<file path="src/rtl/wave_pkg.sv">
// Shared types and header-layout helpers for the multi-channel waveform controller.
package wave_pkg;

  typedef enum logic [2:0] {
    IDLE,
    FETCH_DIV,
    WAIT_DIV,
    FETCH_N,
    WAIT_N,
    COMMIT,
    RUN
  } state_e;

  localparam int unsigned HDR_DIV_OFS  = 0;
  localparam int unsigned HDR_NS_OFS   = 1;
  localparam int unsigned HDR_DATA_OFS = 2;

  // Callers truncate the result to their address width, so the address wraps there.
  function automatic logic [63:0] hdr_word_addr(input logic [31:0] ch,
                                                input logic [31:0] stride,
                                                input logic [31:0] ofs);
    return 64'(ch) * 64'(stride) + 64'(ofs);
  endfunction

endpackage

</file>
<file path="src/rtl/wave_ch_cfg.sv">
// Per-channel configuration slice: divisor, sample count, base address, error flag
// and the two active-low channel resets.
module wave_ch_cfg #(
  parameter int unsigned DATA_W  = 32,
  parameter int unsigned ADDR_W  = 32,
  parameter int unsigned MIN_DIV = 2
) (
  input  logic              clk,
  input  logic              reset,
  input  logic              i_commit,
  input  logic              i_release,
  input  logic              i_clear,
  input  logic [DATA_W-1:0] i_div,
  input  logic [DATA_W-1:0] i_ns,
  input  logic [ADDR_W-1:0] i_base,
  output logic [DATA_W-1:0] o_div,
  output logic [DATA_W-1:0] o_ns,
  output logic [ADDR_W-1:0] o_base,
  output logic              o_err,
  output logic              o_fd_rstn,
  output logic              o_br_rstn
);

  logic [DATA_W-1:0] r_div;
  logic [DATA_W-1:0] r_ns;
  logic [ADDR_W-1:0] r_base;
  logic              r_err;
  logic              r_fd_rstn;
  logic              r_br_rstn;
  logic              w_bad;
  logic              w_err_next;

  assign w_bad      = (i_div < DATA_W'(MIN_DIV)) || (i_ns == '0);
  // The last channel commits on the same edge as the release, so release uses the fresh verdict.
  assign w_err_next = i_commit ? w_bad : r_err;

  // NOTE: registers use non-blocking assignments so every flop samples pre-edge values.
  always_ff @(posedge clk or posedge reset) begin
    if (reset) begin
      r_div     <= '0;
      r_ns      <= '0;
      r_base    <= '0;
      r_err     <= 1'b0;
      r_fd_rstn <= 1'b0;
      r_br_rstn <= 1'b0;
    end else begin
      if (i_commit) begin
        r_div  <= i_div;
        r_ns   <= i_ns;
        r_base <= i_base;
      end
      if (i_clear) begin
        r_err     <= 1'b0;
        r_fd_rstn <= 1'b0;
        r_br_rstn <= 1'b0;
      end else begin
        r_err <= w_err_next;
        if (i_release) begin
          r_fd_rstn <= ~w_err_next;
          r_br_rstn <= ~w_err_next;
        end
      end
    end
  end

  assign o_div     = r_div;
  assign o_ns      = r_ns;
  assign o_base    = r_base;
  assign o_err     = r_err;
  assign o_fd_rstn = r_fd_rstn;
  assign o_br_rstn = r_br_rstn;

endmodule

</file>
<file path="src/rtl/wave_ctrl_mc.sv">
// Multi-channel waveform configuration controller: walks the BRAM header table,
// validates each channel and releases all valid channels on one common edge.
module wave_ctrl_mc
  import wave_pkg::*;
#(
  parameter int unsigned DATA_W     = 32,
  parameter int unsigned ADDR_W     = 32,
  parameter int unsigned NUM_CH     = 2,
  parameter int unsigned HDR_STRIDE = 4,
  parameter int unsigned RD_LAT     = 1,
  parameter int unsigned MIN_DIV    = 2
) (
  input  logic                     clk,
  input  logic                     reset,
  input  logic                     reload,
  input  logic [DATA_W-1:0]        bram_read,
  output logic [ADDR_W-1:0]        bram_addr,
  output logic                     bram_en,
  output logic [NUM_CH-1:0]        freq_divisor_rstn,
  output logic [NUM_CH-1:0]        bram_reader_rstn,
  output logic [NUM_CH*DATA_W-1:0] freq_divisor_value,
  output logic [NUM_CH*DATA_W-1:0] num_of_samples,
  output logic [NUM_CH*ADDR_W-1:0] ch_base,
  output logic [NUM_CH-1:0]        cfg_err,
  output logic                     busy,
  output logic                     cfg_done
);

  localparam int unsigned CH_W = (NUM_CH > 1) ? $clog2(NUM_CH) : 1;

  function automatic logic [ADDR_W-1:0] addr_of(input logic [CH_W-1:0] ch,
                                                 input int unsigned ofs);
    return ADDR_W'(hdr_word_addr(32'(ch), 32'(HDR_STRIDE), 32'(ofs)));
  endfunction

  state_e            r_state;
  logic [CH_W-1:0]   r_ch;
  logic [2:0]        r_wait;
  logic [DATA_W-1:0] r_div;
  logic [DATA_W-1:0] r_ns;
  logic [ADDR_W-1:0] r_addr;
  logic              r_en;
  logic              r_busy;
  logic              r_done;

  logic              w_last;
  logic [CH_W-1:0]   w_ch_next;
  logic [ADDR_W-1:0] w_base;
  logic [NUM_CH-1:0] w_commit;
  logic              w_release;
  logic              w_clear;

  assign w_last    = (r_ch == CH_W'(NUM_CH - 1));
  assign w_ch_next = r_ch + 1'b1;
  assign w_base    = addr_of(r_ch, HDR_DATA_OFS);
  assign w_release = (r_state == COMMIT) && w_last;
  assign w_clear   = (r_state == RUN) && reload;

  always_ff @(posedge clk or posedge reset) begin
    if (reset) begin
      r_state <= IDLE;
      r_ch    <= '0;
      r_wait  <= '0;
      r_div   <= '0;
      r_ns    <= '0;
      r_addr  <= '0;
      r_en    <= 1'b0;
      r_busy  <= 1'b0;
      r_done  <= 1'b0;
    end else begin
      r_done <= 1'b0;
      case (r_state)
        IDLE: begin
          r_state <= FETCH_DIV;
          r_ch    <= '0;
          r_addr  <= addr_of('0, HDR_DIV_OFS);
          r_en    <= 1'b1;
          r_busy  <= 1'b1;
        end
        FETCH_DIV: begin
          r_state <= WAIT_DIV;
          r_en    <= 1'b0;
          r_wait  <= 3'(RD_LAT - 1);
        end
        WAIT_DIV: begin
          if (r_wait == '0) begin
            r_div   <= bram_read;
            r_state <= FETCH_N;
            r_addr  <= addr_of(r_ch, HDR_NS_OFS);
            r_en    <= 1'b1;
          end else begin
            r_wait <= r_wait - 1'b1;
          end
        end
        FETCH_N: begin
          r_state <= WAIT_N;
          r_en    <= 1'b0;
          r_wait  <= 3'(RD_LAT - 1);
        end
        WAIT_N: begin
          if (r_wait == '0) begin
            r_ns    <= bram_read;
            r_state <= COMMIT;
          end else begin
            r_wait <= r_wait - 1'b1;
          end
        end
        COMMIT: begin
          if (w_last) begin
            r_state <= RUN;
            r_busy  <= 1'b0;
            r_done  <= 1'b1;
          end else begin
            r_ch    <= w_ch_next;
            r_state <= FETCH_DIV;
            r_addr  <= addr_of(w_ch_next, HDR_DIV_OFS);
            r_en    <= 1'b1;
          end
        end
        RUN: begin
          // Reload is only sampled here; requests during a fetch are dropped.
          if (reload) begin
            r_state <= FETCH_DIV;
            r_ch    <= '0;
            r_addr  <= addr_of('0, HDR_DIV_OFS);
            r_en    <= 1'b1;
            r_busy  <= 1'b1;
          end
        end
        default: r_state <= IDLE;
      endcase
    end
  end

  for (genvar c = 0; c < NUM_CH; c++) begin : g_ch
    assign w_commit[c] = (r_state == COMMIT) && (r_ch == CH_W'(c));

    wave_ch_cfg #(
      .DATA_W  (DATA_W),
      .ADDR_W  (ADDR_W),
      .MIN_DIV (MIN_DIV)
    ) u_cfg (
      .clk       (clk),
      .reset     (reset),
      .i_commit  (w_commit[c]),
      .i_release (w_release),
      .i_clear   (w_clear),
      .i_div     (r_div),
      .i_ns      (r_ns),
      .i_base    (w_base),
      .o_div     (freq_divisor_value[c*DATA_W +: DATA_W]),
      .o_ns      (num_of_samples[c*DATA_W +: DATA_W]),
      .o_base    (ch_base[c*ADDR_W +: ADDR_W]),
      .o_err     (cfg_err[c]),
      .o_fd_rstn (freq_divisor_rstn[c]),
      .o_br_rstn (bram_reader_rstn[c])
    );
  end

  assign bram_addr = r_addr;
  assign bram_en   = r_en;
  assign busy      = r_busy;
  assign cfg_done  = r_done;

endmodule

</file>
<file path="config.mk">
export PLATFORM = sky130hd
export DESIGN_NAME = wave_ctrl_mc
export DESIGN_NICKNAME = d
export VERILOG_FILES = /design/src/rtl/wave_pkg.sv /design/src/rtl/wave_ch_cfg.sv /design/src/rtl/wave_ctrl_mc.sv
export SDC_FILE = /design/constraint.sdc
export NUM_CORES = 1
export LEC_CHECK = 0
export ABC_CLOCK_PERIOD_IN_PS = 7600
export BUFFER_PORTS_ARGS = -buffer_cell sky130_fd_sc_hd__clkbuf_2
export CORE_UTILIZATION = 59
export CTS_CLUSTER_DIAMETER = 120
export CTS_CLUSTER_SIZE = 16
export DETAILED_ROUTE_END_ITERATION = 8
export PLACE_DENSITY = 0.94
export SYNTH_ARGS = -nofsm -noshare
export SYNTH_HDL_FRONTEND = slang
export SYNTH_HIERARCHICAL = 1
export SYNTH_SLANG_ARGS = --single-unit
</file>
<file path="constraint.sdc">
create_clock -name clk -period 7.6 [get_ports clk]
set_clock_uncertainty 0.05 [all_clocks]
set_input_delay 0.76 -clock clk [delete_from_list [all_inputs] [get_ports clk]]
set_output_delay 0.76 -clock clk [all_outputs]
set_load 0.1 [all_outputs]
</file>
* Word level (Yosys, flattened, before mapping)
Index checks and enable logic that the tools add are counted.
W data, S select, Z words.
** Operators by class
- Reduce and logical (&&, ||, !) cells :: 22
- Order comparisons :: 1
- Eq/ne operators :: 12
- Multiplexer cells :: 30
- Bitwise operators :: 3
- $add $sub $neg :: 4
** Operators by type and width (number)
- $pmux W32 S4 :: 1
- $mux W32 :: 3
- $logic_not A32 Y1 :: 1
- $lt A32 B2 Y1 const B :: 1
- $pmux W3 S7 :: 1
- $mux W1 :: 16
- $mux W3 :: 5
- $ne A2 B2 Y1 const B :: 6
- $eq A3 B3 Y1 const B :: 3
- $reduce_and A2 Y1 :: 4
- $reduce_and A4 Y1 :: 2
- $eq A3 B2 Y1 const B :: 2
- $logic_not A3 Y1 :: 2
- $pmux W1 S3 :: 2
- $pmux W3 S2 :: 1
- $reduce_and A3 Y1 :: 2
- $pmux W1 S5 :: 1
- $reduce_bool A5 Y1 :: 1
- $add A3 B1 Y4 const B :: 1
- $add A3 B2 Y4 const B :: 1
- $reduce_bool A2 Y1 :: 2
- $reduce_bool A4 Y1 :: 1
- $reduce_or A2 Y1 :: 2
- $eq A3 B1 Y1 const B :: 1
- other kinds (6) :: 10
** Storage, ports and cells
- Output and inout port bits :: 233
- Bits of input ports :: 35
- Flip-flop bits (word level) :: 302

* Logic depth before layout (Yosys ltp)
Gate-level depths: netlist (run 1).
- Word-level depth :: 6
- Depth in mapped cells :: 8

* Hierarchy
The synthesis (run 1) kept the hierarchy.
** Modules (own cells, without submodules)
- wave_ch_cfg :: area an instance 3807.4 µm², cells an instance 236, instances 2
- wave_ctrl_mc :: area an instance 3537.1 µm², cells an instance 257, instances 1

* Worst setup path before layout (run 1)
No wires, ideal clock.
- Path kind :: reg-to-output
- From :: register g_ch[0].u_cfg.r_fd_rstn
- To :: output port freq_divisor_rstn[0]
- Arrival :: 1.340 ns
- Cell stages (with the launch flop) :: 2
- Path slack :: 5.450 ns
- Data required time :: 6.790 ns
- Cell sequence :: dfrtp_1 -> buf_4
** RTL lines
- from (decl) :: line wave_ch_cfg.sv:28 : logic r_fd_rstn;
- from (signal assigned) :: line wave_ch_cfg.sv:59 : r_fd_rstn <= ~w_err_next;
- to (decl) :: line wave_ctrl_mc.sv:19 : output logic [NUM_CH-1:0] freq_divisor_rstn,
No word-level cell between the ends.

* Final worst setup path (run 1)
- From :: register r_state[0]
- To :: register g_ch[0].u_cfg.r_div[15]
** Between the ends
- Word-level cells in the longest chain between the ends :: 2
** RTL lines
- from (decl) :: line wave_ctrl_mc.sv:36 : state_e r_state;
- from (signal assigned) :: line wave_ctrl_mc.sv:61 : r_state <= IDLE;
- from (signal assigned) :: line wave_ctrl_mc.sv:74 : r_state <= FETCH_DIV;
- from (signal assigned) :: line wave_ctrl_mc.sv:81 : r_state <= WAIT_DIV;
- $eq A3 B3 Y1 :: line wave_ctrl_mc.sv:136 : assign w_commit[c] = (r_state == COMMIT) && (r_ch == CH_W'(c));
- $logic_and A1 B1 Y1 :: line wave_ctrl_mc.sv:136
- via w_commit[0] :: line wave_ctrl_mc.sv:49 : logic [NUM_CH-1:0] w_commit;
- to (signal assigned) :: line wave_ch_cfg.sv:48 : r_div <= i_div;
- to (decl) :: line wave_ch_cfg.sv:24 : logic [DATA_W-1:0] r_div;
The timed path passes the listed nets, and every way through them passes these cells.
A chain may end at the register's enable or synchronous reset.

==> flow_summary.toml, run 1 <==
[finish]
final_layout_size_suffix_gt1_share_pct = 52.80
nNetsFinal = 1055
n_fill_cell = 1201
antenna_cells = 0
syn2layout_area_growth_pct = 17.26

[detailed_routing]
vias = 6928
drt-vias-per-instance = 5.560
wl_per_cell_um = 19.90
drtIter0Drc = 270
routed_wl_um = 24800
drc = 0
drtAntennaViolNets = 0
dr.pass1.iters = 4

[critical_path]
crit_path_end = "g_ch[0].u_cfg/o_div[15]"
crit_type = "flop to flop"
r2r-end = "g_ch[0].u_cfg/o_div[15]"
cp_cell_sequence = "inv_1 -> nor3_2 -> buf_4 -> mux2_2"
arrival_ns = 3.01
worstSetupStartpointType = "flop"
crit_required_ns = 7.92
cp.depth = 4
critical_path.startpoint = "r_state[0]"
crit_fanout = 69
crit_path_max_incr_delay_ns = 0.75
reg2reg_slack_ns = 4.91
path_buf_inv = 2
end_kind = "flop"
ff2ff_path_depth = 4
reg2reg_from = "r_state[0]"
cp_slowest_cell = "dfrtp_1"
cp_top_family = "buffers and inverters"

[clock_network]
holdBufCountCts = 0
cts_max_path_buffers = 3
clk_latency_ns = 0.49
clock_sinks = 272
cts_tree = "built"
clk_pin_slew_ns = 0.07
cts_buffers = 20
cts_resized = 0
post_cts.repair.setup_buffers = 0
htreeDepth = 1
cts_root_buffer = "clkbuf_16"

[sta]
max_freq_mhz = 371.6
setup_tns_ns = 0
slew_violations = 0
maxSlewHeadroom_pct = 25.90
fin_crit_sh_pct = 35.41
worst_pin_slew_ns = 1.111
hold_viol = 0
period_needed_ns = 2.691
setup_viol = 0
rsz0062_at_grt = "no"

[global_routing]
track_usage_pct = 26.16
grt_max_degree = 81
grt_pass1_vias = 7300
grt-ovfl-total = 0
grt_first_pass_wirelength_um = 39830
antenna_found_initial = 0

[synth]
synth_edf_count = 0
yosysSeqAreaShare_pct = 61.03
synthArstFlopShare_pct = 100.0
synth.cell_area_mm2 = 0.01115
synth_cell_types = 42
synth_cells = 729
syn_area_per_cell_um2 = 15.30
ys_warn_count = 6
ys_ff_latch = 272
synthFlopType = "dfrtp_1"

[flow_run]
maxCapViolCount = 0

[placed_design]
gp_congestion = 0.9043
portBuffers = 237
post-dp-hpwl_um = 17180

[floorplanning]
die_area_mm2 = 0.01946
die_w_um = 139.5
io_pins = 268
start_util_pct = 61.04
core_mm2 = 0.01827
die_h_um = 139.5
num_rows = 49

[run_status]
status = "finished clean"

[min_path]
min_path_type = "input port to async pin"
layout by cell type, fill, tap and decap left out, types with 7 or more instances in the layout:
cell type / count
nor2_1: 16
clkbuf_16: 21
nor4_1: 22
o21ai_0: 8
dfrtp_1: 272
mux2_2: 218
mux2_4: 30
buf_4: 7
nand4_1: 8
conb_1: 92
a21oi_1: 7
inv_1: 7
nor4_2: 8
mux2_1: 8
clkbuf_2: 237
cells by family (layout without fill, tap and decap cells):
group                    after synthesis  in the layout  share of synthesized area [%]
AND/OR/NAND/NOR                       84             84                          5.105
adder cells (fa/ha/maj)                2              2                         0.2244
buffers and inverters                 77            275                          4.645
multiplexers                         256            256                          26.86
flip-flops                           272            272                          61.03
XOR/XNOR                               1              1                        0.07855
AO/OA/AOI/OAI                         35             35                          1.986
other                                  2             92                        0.06734
worst register-to-register path, cell delays in order, from the launching register on:
cell,delay (ns)
dfrtp_1,0.75
inv_1,0.26
nor3_2,0.28
buf_4,0.72
mux2_2,0.50
final cells by class:
class                      instances  area, um2  area share, %
clock buffer                      21      525.5          4.019
inverter                          10      43.79         0.3349
multi-input combinational        470       4175          31.93
sequential                       272       6807          52.05
tap                              229      286.5          2.191
timing repair buffer             244       1239          9.473
flip-flops by register name, indices dropped and copies added, names as in the netlist:
name                  count
g_ch.u_cfg/o_base        64
g_ch.u_cfg/o_div         64
g_ch.u_cfg/o_ns          64
r_div                    32
r_ns                     32
r_state                   3
r_wait                    3
bram_addr                 2
g_ch.u_cfg/o_err          2
g_ch.u_cfg/o_fd_rstn      2
bram_en                   1
busy                      1
cfg_done                  1
r_ch                      1
how the worst min path moves through the flow:
stage,slack [ns],cells past startpoint,from,to
2_1_floorplan,0.44,1,r_div[0],r_div[0]
3_3_place_gp,0.44,1,g_ch[1].u_cfg/o_base[28],g_ch[1].u_cfg/o_base[28]
3_5_place_dp,0.44,1,g_ch[0].u_cfg/o_div[17],g_ch[0].u_cfg/o_div[17]
6_report,0.20,2,reset,g_ch[1].u_cfg/o_base[1]
4_1_cts,0.19,2,reset,g_ch[1].u_cfg/o_base[1]
5_1_grt,0.20,2,reset,g_ch[1].u_cfg/o_base[1]
layer usage:
| metal | global-route usage, % | part of all wire, % |
|---|---|---|
| met1 | 33.05 | 40 |
| met2 | 44.88 | 50 |
| met3 | 6.469 | 7.3 |
| met4 | 7.368 | 2.6 |
| met5 | 0 | 0 |
synthesized netlist by cell type, types with 2 or more instances:
master	number	share of area, %
mux2_4	30	4.0
dfrtp_1	272	61
a21oi_1	7	0.31
clkbuf_1	3	0.10
a31oi_1	2	0.11
nand2b_4	2	0.25
nor3b_1	3	0.20
ha_1	2	0.22
nand2_4	2	0.20
nor2_4	2	0.20
o22ai_1	2	0.11
o21a_1	3	0.20
nor4_1	22	1.2
inv_1	10	0.34
mux2_2	218	22
buf_2	21	0.94
buf_4	32	2.2
buf_6	11	1.1
o221ai_1	2	0.16
nand2_1	6	0.20
nor4_2	8	0.90
o211ai_1	4	0.27
nand4_1	8	0.45
nor3_2	2	0.18
nor2_1	16	0.54
nand3_1	3	0.13
o21ai_0	8	0.36
o21ai_1	2	0.090
conb_1	2	0.067
nor3_1	5	0.22
mux2_1	8	0.81
per-stage QoR:
stage                     instances  utilization [%]  area (um2)  hold slack (ns)  worst slack, ns
after floorplan                 819                -       11490           0.4405            4.228
after detailed placement       1225            68.70       12550           0.4449            4.995
after global routing           1246            71.57       13080           0.2015            4.834
final                          1246            71.57       13080           0.1983            4.909
after global placement         1225            68.70       12550           0.4387            5.151
after CTS                      1246            71.57       13080           0.1890            4.983
Power of run 1 is not shown: default switching activity piles up to over one toggle a cycle in this logic, so the estimate is an artifact.
==> run 2, diff against run 1 <==
--- a/config.mk
+++ b/config.mk
@@ -5,13 +5,13 @@
 export SDC_FILE = /design/constraint.sdc
 export NUM_CORES = 1
 export LEC_CHECK = 0
-export ABC_CLOCK_PERIOD_IN_PS = 7600
+export ABC_CLOCK_PERIOD_IN_PS = 2760
 export BUFFER_PORTS_ARGS = -buffer_cell sky130_fd_sc_hd__clkbuf_2
-export CORE_UTILIZATION = 59
+export CORE_UTILIZATION = 54
 export CTS_CLUSTER_DIAMETER = 120
 export CTS_CLUSTER_SIZE = 16
 export DETAILED_ROUTE_END_ITERATION = 8
-export PLACE_DENSITY = 0.94
+export PLACE_DENSITY = 0.87
 export SYNTH_ARGS = -nofsm -noshare
 export SYNTH_HDL_FRONTEND = slang
 export SYNTH_HIERARCHICAL = 1
==> constraint.sdc (replaced) <==
create_clock -name clk -period 2.76 [get_ports clk]
set_clock_uncertainty 0.05 [all_clocks]
set_input_delay 0.276 -clock clk [delete_from_list [all_inputs] [get_ports clk]]
set_output_delay 0.276 -clock clk [all_outputs]
set_load 0.1 [all_outputs]
==> flow_summary.toml, run 2 (synthesized netlist as in run 1, its figures left out) <==
[run_status]
status = "finished clean"

[floorplanning]
die_area_mm2 = 0.02123
start_util_pct = 55.11
die_w_um = 145.7
num_rows = 52
core_mm2 = 0.02023
die_h_um = 145.7
io_pins = 268

[finish]
antenna_cells = 0
stdcell_count = 1323
regArea_mm2 = 0.006807
final_common_cell = "dfrtp_1"
multi_input_area_mm2 = 0.004175
n_fill_cell = 1441
syn2layout_area_growth_pct = 21.64
final_layout_size_suffix_gt1_share_pct = 51.47
final_cell_mix = "272 x dfrtp_1, 237 x clkbuf_2, 218 x mux2_2"
nNetsFinal = 1091
stdcell_area_mm2 = 0.01357

[sta]
period_needed_ns = 2.112
maxSlewHeadroom_pct = 44.26
worst_hold_slack_ns = 0.02240
hold_viol = 0
worst_pin_slew_ns = 0.8344
max_freq_mhz = 473.5
setup_viol = 0
rsz0062_at_grt = "no"
setup_tns_ns = 0
fin_crit_sh_pct = 76.51
slew_violations = 0

[critical_path]
crit_required_ns = 3.09
arrival_ns = 2.45
crit_type = "flop to flop"
crit_path_max_incr_delay_ns = 0.56
end_kind = "flop"
cp_slowest_cell = "dfrtp_1"
crit_fanout = 69
cp_cell_sequence = "nand2_1 -> nor3b_2 -> buf_12 -> mux2_2"
worstSetupStartpointType = "flop"

[global_routing]
grtUsageMet3_pct = 4.765
use_met1_pct = 32.52
antenna_found_initial = 0
track_usage_pct = 24.66
grt_first_pass_wirelength_um = 41360
grt-ovfl-total = 0
grt_busiest_layer = "met2"
grt_pass1_vias = 7329
grt_use_met2_pct = 41.24
grt_max_degree = 70

[min_path]
min_path_type = "input port to flop"

[detailed_routing]
drtIter0Drc = 285
drtAntennaViolNets = 0
routed_wl_um = 25480
dr.pass1.iters = 4
drt-vias-per-instance = 5.356
drc = 0
wl_per_cell_um = 19.26
vias = 7086

[placed_design]
gp_congestion = 0.9018
post-dp-hpwl_um = 17100
place_area_mm2 = 0.01273
placed_cells = 1271
portBuffers = 237

[clock_network]
htreeDepth = 1
cts_resized = 0
cts_buffers = 20
clk_pin_slew_ns = 0.07
clk_latency_ns = 0.50
cts_max_path_buffers = 3
cts_root_buffer = "clkbuf_16"
clock_sinks = 272
cts_tree = "built"

[flow_run]
maxCapViolCount = 0
## run 2: cell types whose count changed in the layout (fill, tap and decap cells not counted)
cell           previous run  this run
buf_12                    0         7
buf_4                     7         5
dlygate4sd3_1             0        31
clkinvlp_4                0         2
inv_4                     2         0
## run 2: final cells by class
class | count | share of cell area [%]
sequential | 272 | 50.18
multi-input combinational | 470 | 30.78
tap | 270 | 2.490
timing repair buffer | 280 | 12.34
clock buffer | 21 | 3.874
inverter | 10 | 0.3413
## run 2: metal layers
| layer | wire length, um | share of wire (%) | up-vias |
|---|---|---|---|
| met5 | 0 | 0 | - |
| met4 | 790 | 3.1 | 0 |
| li1 | - | - | 3133 |
| met2 | 12560 | 49 | 236 |
| met1 | 10580 | 42 | 3660 |
| met3 | 1541 | 6.0 | 57 |
## run 2: final timing paths
kind / depth (start not counted) / slack, ns / end / startpoint
setup / recovery: 4 / 0.65 / g_ch[1].u_cfg/o_div[24] / r_state[2]
hold / removal: 2 / 0.02 / r_ns[0] / bram_read[0]
setup reg to reg: 4 / 0.65 / g_ch[1].u_cfg/o_div[24] / r_state[2]
hold reg to reg: 1 / 0.46 / g_ch[1].u_cfg/o_ns[11] / g_ch[1].u_cfg/o_ns[11]
max in group asynchronous: 4 / 1.43 / g_ch[1].u_cfg/o_ns[9] / reset
min in group asynchronous: 3 / 0.40 / cfg_done / reset
## run 2: worst max-delay path: cells and delay by family (launching register included)
kind | cells | cell delay [ns]
muxes | 1 | 0.40
DFF | 1 | 0.56
buffers and inverters | 1 | 0.39
and+or+nand+nor | 2 | 0.55
## run 2: timing repair
item	CTS	global route
hold buffers	29	2
setup buffers	0	0
endpoints found under the hold margin	161	2
## run 2: stage by stage
step,utilization [%],worst slack (ns)
floorplan,-,0.4957
CTS,66.94,0.6687
global placement,62.91,0.7163
detailed placement,62.91,0.6902
global route,67.04,0.5609
finish,67.04,0.6482
Power of run 2 is left out for the same reason.
==> run 3, diff against run 2 <==
--- a/config.mk
+++ b/config.mk
@@ -5,13 +5,13 @@
 export SDC_FILE = /design/constraint.sdc
 export NUM_CORES = 1
 export LEC_CHECK = 0
-export ABC_CLOCK_PERIOD_IN_PS = 2760
+export ABC_CLOCK_PERIOD_IN_PS = 1900
 export BUFFER_PORTS_ARGS = -buffer_cell sky130_fd_sc_hd__clkbuf_2
-export CORE_UTILIZATION = 54
+export CORE_UTILIZATION = 49
 export CTS_CLUSTER_DIAMETER = 120
 export CTS_CLUSTER_SIZE = 16
 export DETAILED_ROUTE_END_ITERATION = 8
-export PLACE_DENSITY = 0.87
+export PLACE_DENSITY = 0.84
 export SYNTH_ARGS = -nofsm -noshare
 export SYNTH_HDL_FRONTEND = slang
 export SYNTH_HIERARCHICAL = 1
==> constraint.sdc (replaced) <==
create_clock -name clk -period 1.9 [get_ports clk]
set_clock_uncertainty 0.05 [all_clocks]
set_input_delay 0.19 -clock clk [delete_from_list [all_inputs] [get_ports clk]]
set_output_delay 0.19 -clock clk [all_outputs]
set_load 0.1 [all_outputs]
==> flow_summary.toml, run 3 (synthesized netlist as in run 1, its figures left out) <==
[run_status]
status = "finished clean"

[detailed_routing]
drtAntennaViolNets = 0
drt-vias-per-instance = 5.281
drc = 0
dr.pass1.iters = 4
routed_wl_um = 26220
vias = 7113
drtIter0Drc = 296
wl_per_cell_um = 19.46

[clock_network]
cts_buffers = 20
cts_max_path_buffers = 3
clk_pin_slew_ns = 0.07
clock_sinks = 272
cts_tree = "built"
cts_root_buffer = "clkbuf_16"
clk_latency_ns = 0.50
htreeDepth = 1

[flow_run]
maxCapViolCount = 0

[floorplanning]
start_util_pct = 50.48
die_area_mm2 = 0.02337
io_pins = 268
die_w_um = 152.9
core_mm2 = 0.02209
num_rows = 54
die_h_um = 152.9

[finish]
final_common_cell = "dfrtp_1"
final_layout_size_suffix_gt1_share_pct = 51.97
nNetsFinal = 1104
stdcell_area_mm2 = 0.01378
post-route-util_pct = 62.35
n_fill_cell = 1726
stdcell_count = 1347
syn2layout_area_growth_pct = 23.53
final_cell_mix = "271 x dfrtp_1, 237 x clkbuf_2, 218 x mux2_2"

[sta]
hold_viol = 0
rsz0062_at_grt = "no"
setup_tns_ns = 0
worst_pin_slew_ns = 0.5851
maxSlewHeadroom_pct = 60.91
fin_crit_sh_pct = 96.13
period_needed_ns = 1.826
slew_violations = 0
max_freq_mhz = 547.5
setup_viol = 0

[critical_path]
end_kind = "flop"
crit_fanout = 30
arrival_ns = 2.15
ff2ff_path_depth = 6
worstSetupStartpointType = "flop"
reg2reg_from = "r_state[2]"
crit_path_max_incr_delay_ns = 0.41
crit_required_ns = 2.22
cp_cell_sequence = "nand2_1 -> nor3b_4 -> buf_4 -> buf_4 -> buf_12 -> mux2_2"
reg2reg_slack_ns = 0.07
cp_slowest_cell = "dfrtp_2"
r2r-end = "g_ch[1].u_cfg/o_base[26]"
crit_type = "flop to flop"
crit_top_cell = "buf_4"

[min_path]
hold_path_end = "r_state[1]"
holdPathStages = 4
min_path_type = "input port to flop"
hold_start = "reload"

[global_routing]
grt-ovfl-total = 0
antenna_found_initial = 1
track_usage_pct = 22.84
grt_pass1_vias = 7501
grt_max_degree = 99
grt_first_pass_wirelength_um = 42160

[placed_design]
placed_cells = 1289
gp_congestion = 0.8996
post-dp-hpwl_um = 17850
place_area_mm2 = 0.01286
portBuffers = 237
run 3: per-layer routing:
| metal | global-route usage (%) | up-vias | routed length [um] |
|---|---|---|---|
| li1 | - | 3162 | - |
| met1 | 29.53 | 3634 | 10880 |
| met2 | 37.66 | 255 | 12740 |
| met3 | 5.103 | 62 | 1592 |
| met4 | 8.754 | 0 | 1008 |
| met5 | 0 | - | 0 |
run 3: worst max path at each step:
| stage | cells past startpoint | slack, ns | end | start |
|---|---|---|---|---|
| finish | 6 | 0.07 | g_ch[1].u_cfg/o_base[26] | r_state[2] |
| global route | 6 | 0.01 | g_ch[1].u_cfg/o_ns[15] | r_state[2] |
| CTS | 4 | 0.0001 | g_ch[1].u_cfg/o_ns[22] | r_state[2] |
| detailed placement | 6 | 0.02 | g_ch[1].u_cfg/o_fd_rstn | r_state[2] |
| global placement | 6 | 0.09 | r_div[15] | r_wait[1] |
| floorplan | 7 | 0.008 | g_ch[1].u_cfg/o_base[29] | r_state[0] |
run 3: layout make-up:
cell class | count | area, um2 | share of cell area, %
antenna | 1 | 2.502 | 0.01817
clock buffer | 21 | 525.5 | 3.815
tap | 280 | 350.3 | 2.543
multi-input combinational | 470 | 4197 | 30.46
sequential | 272 | 6808 | 49.42
inverter | 10 | 48.80 | 0.3542
timing repair buffer | 293 | 1844 | 13.39
run 3: critical path: cells and delay by family (launching register included):
kind | cells | cell delay [ns]
mux | 1 | 0.37
buf+inv | 3 | 0.46
simple gates | 2 | 0.40
flops | 1 | 0.41
run 3: per-stage QoR:
| step | hold WS [ns] | setup WS, ns |
|---|---|---|
| 2_1_floorplan | 0.2717 | 0.007868 |
| 3_3_place_gp | 0.2221 | 0.09153 |
| 3_5_place_dp | 0.2141 | 0.02253 |
| 4_1_cts | 0.006857 | 0.0001006 |
| 5_1_grt | 0.06932 | 0.01463 |
| 6_report | 0.05326 | 0.07357 |
run 3: repair_timing:
action,CTS,global route
endpoints found under the setup margin,0,96
setup buffers,0,2
hold buffers,33,0
resized for setup,0,7
hold endpoints to repair,195,0
Power of run 3 is left out for the same reason.
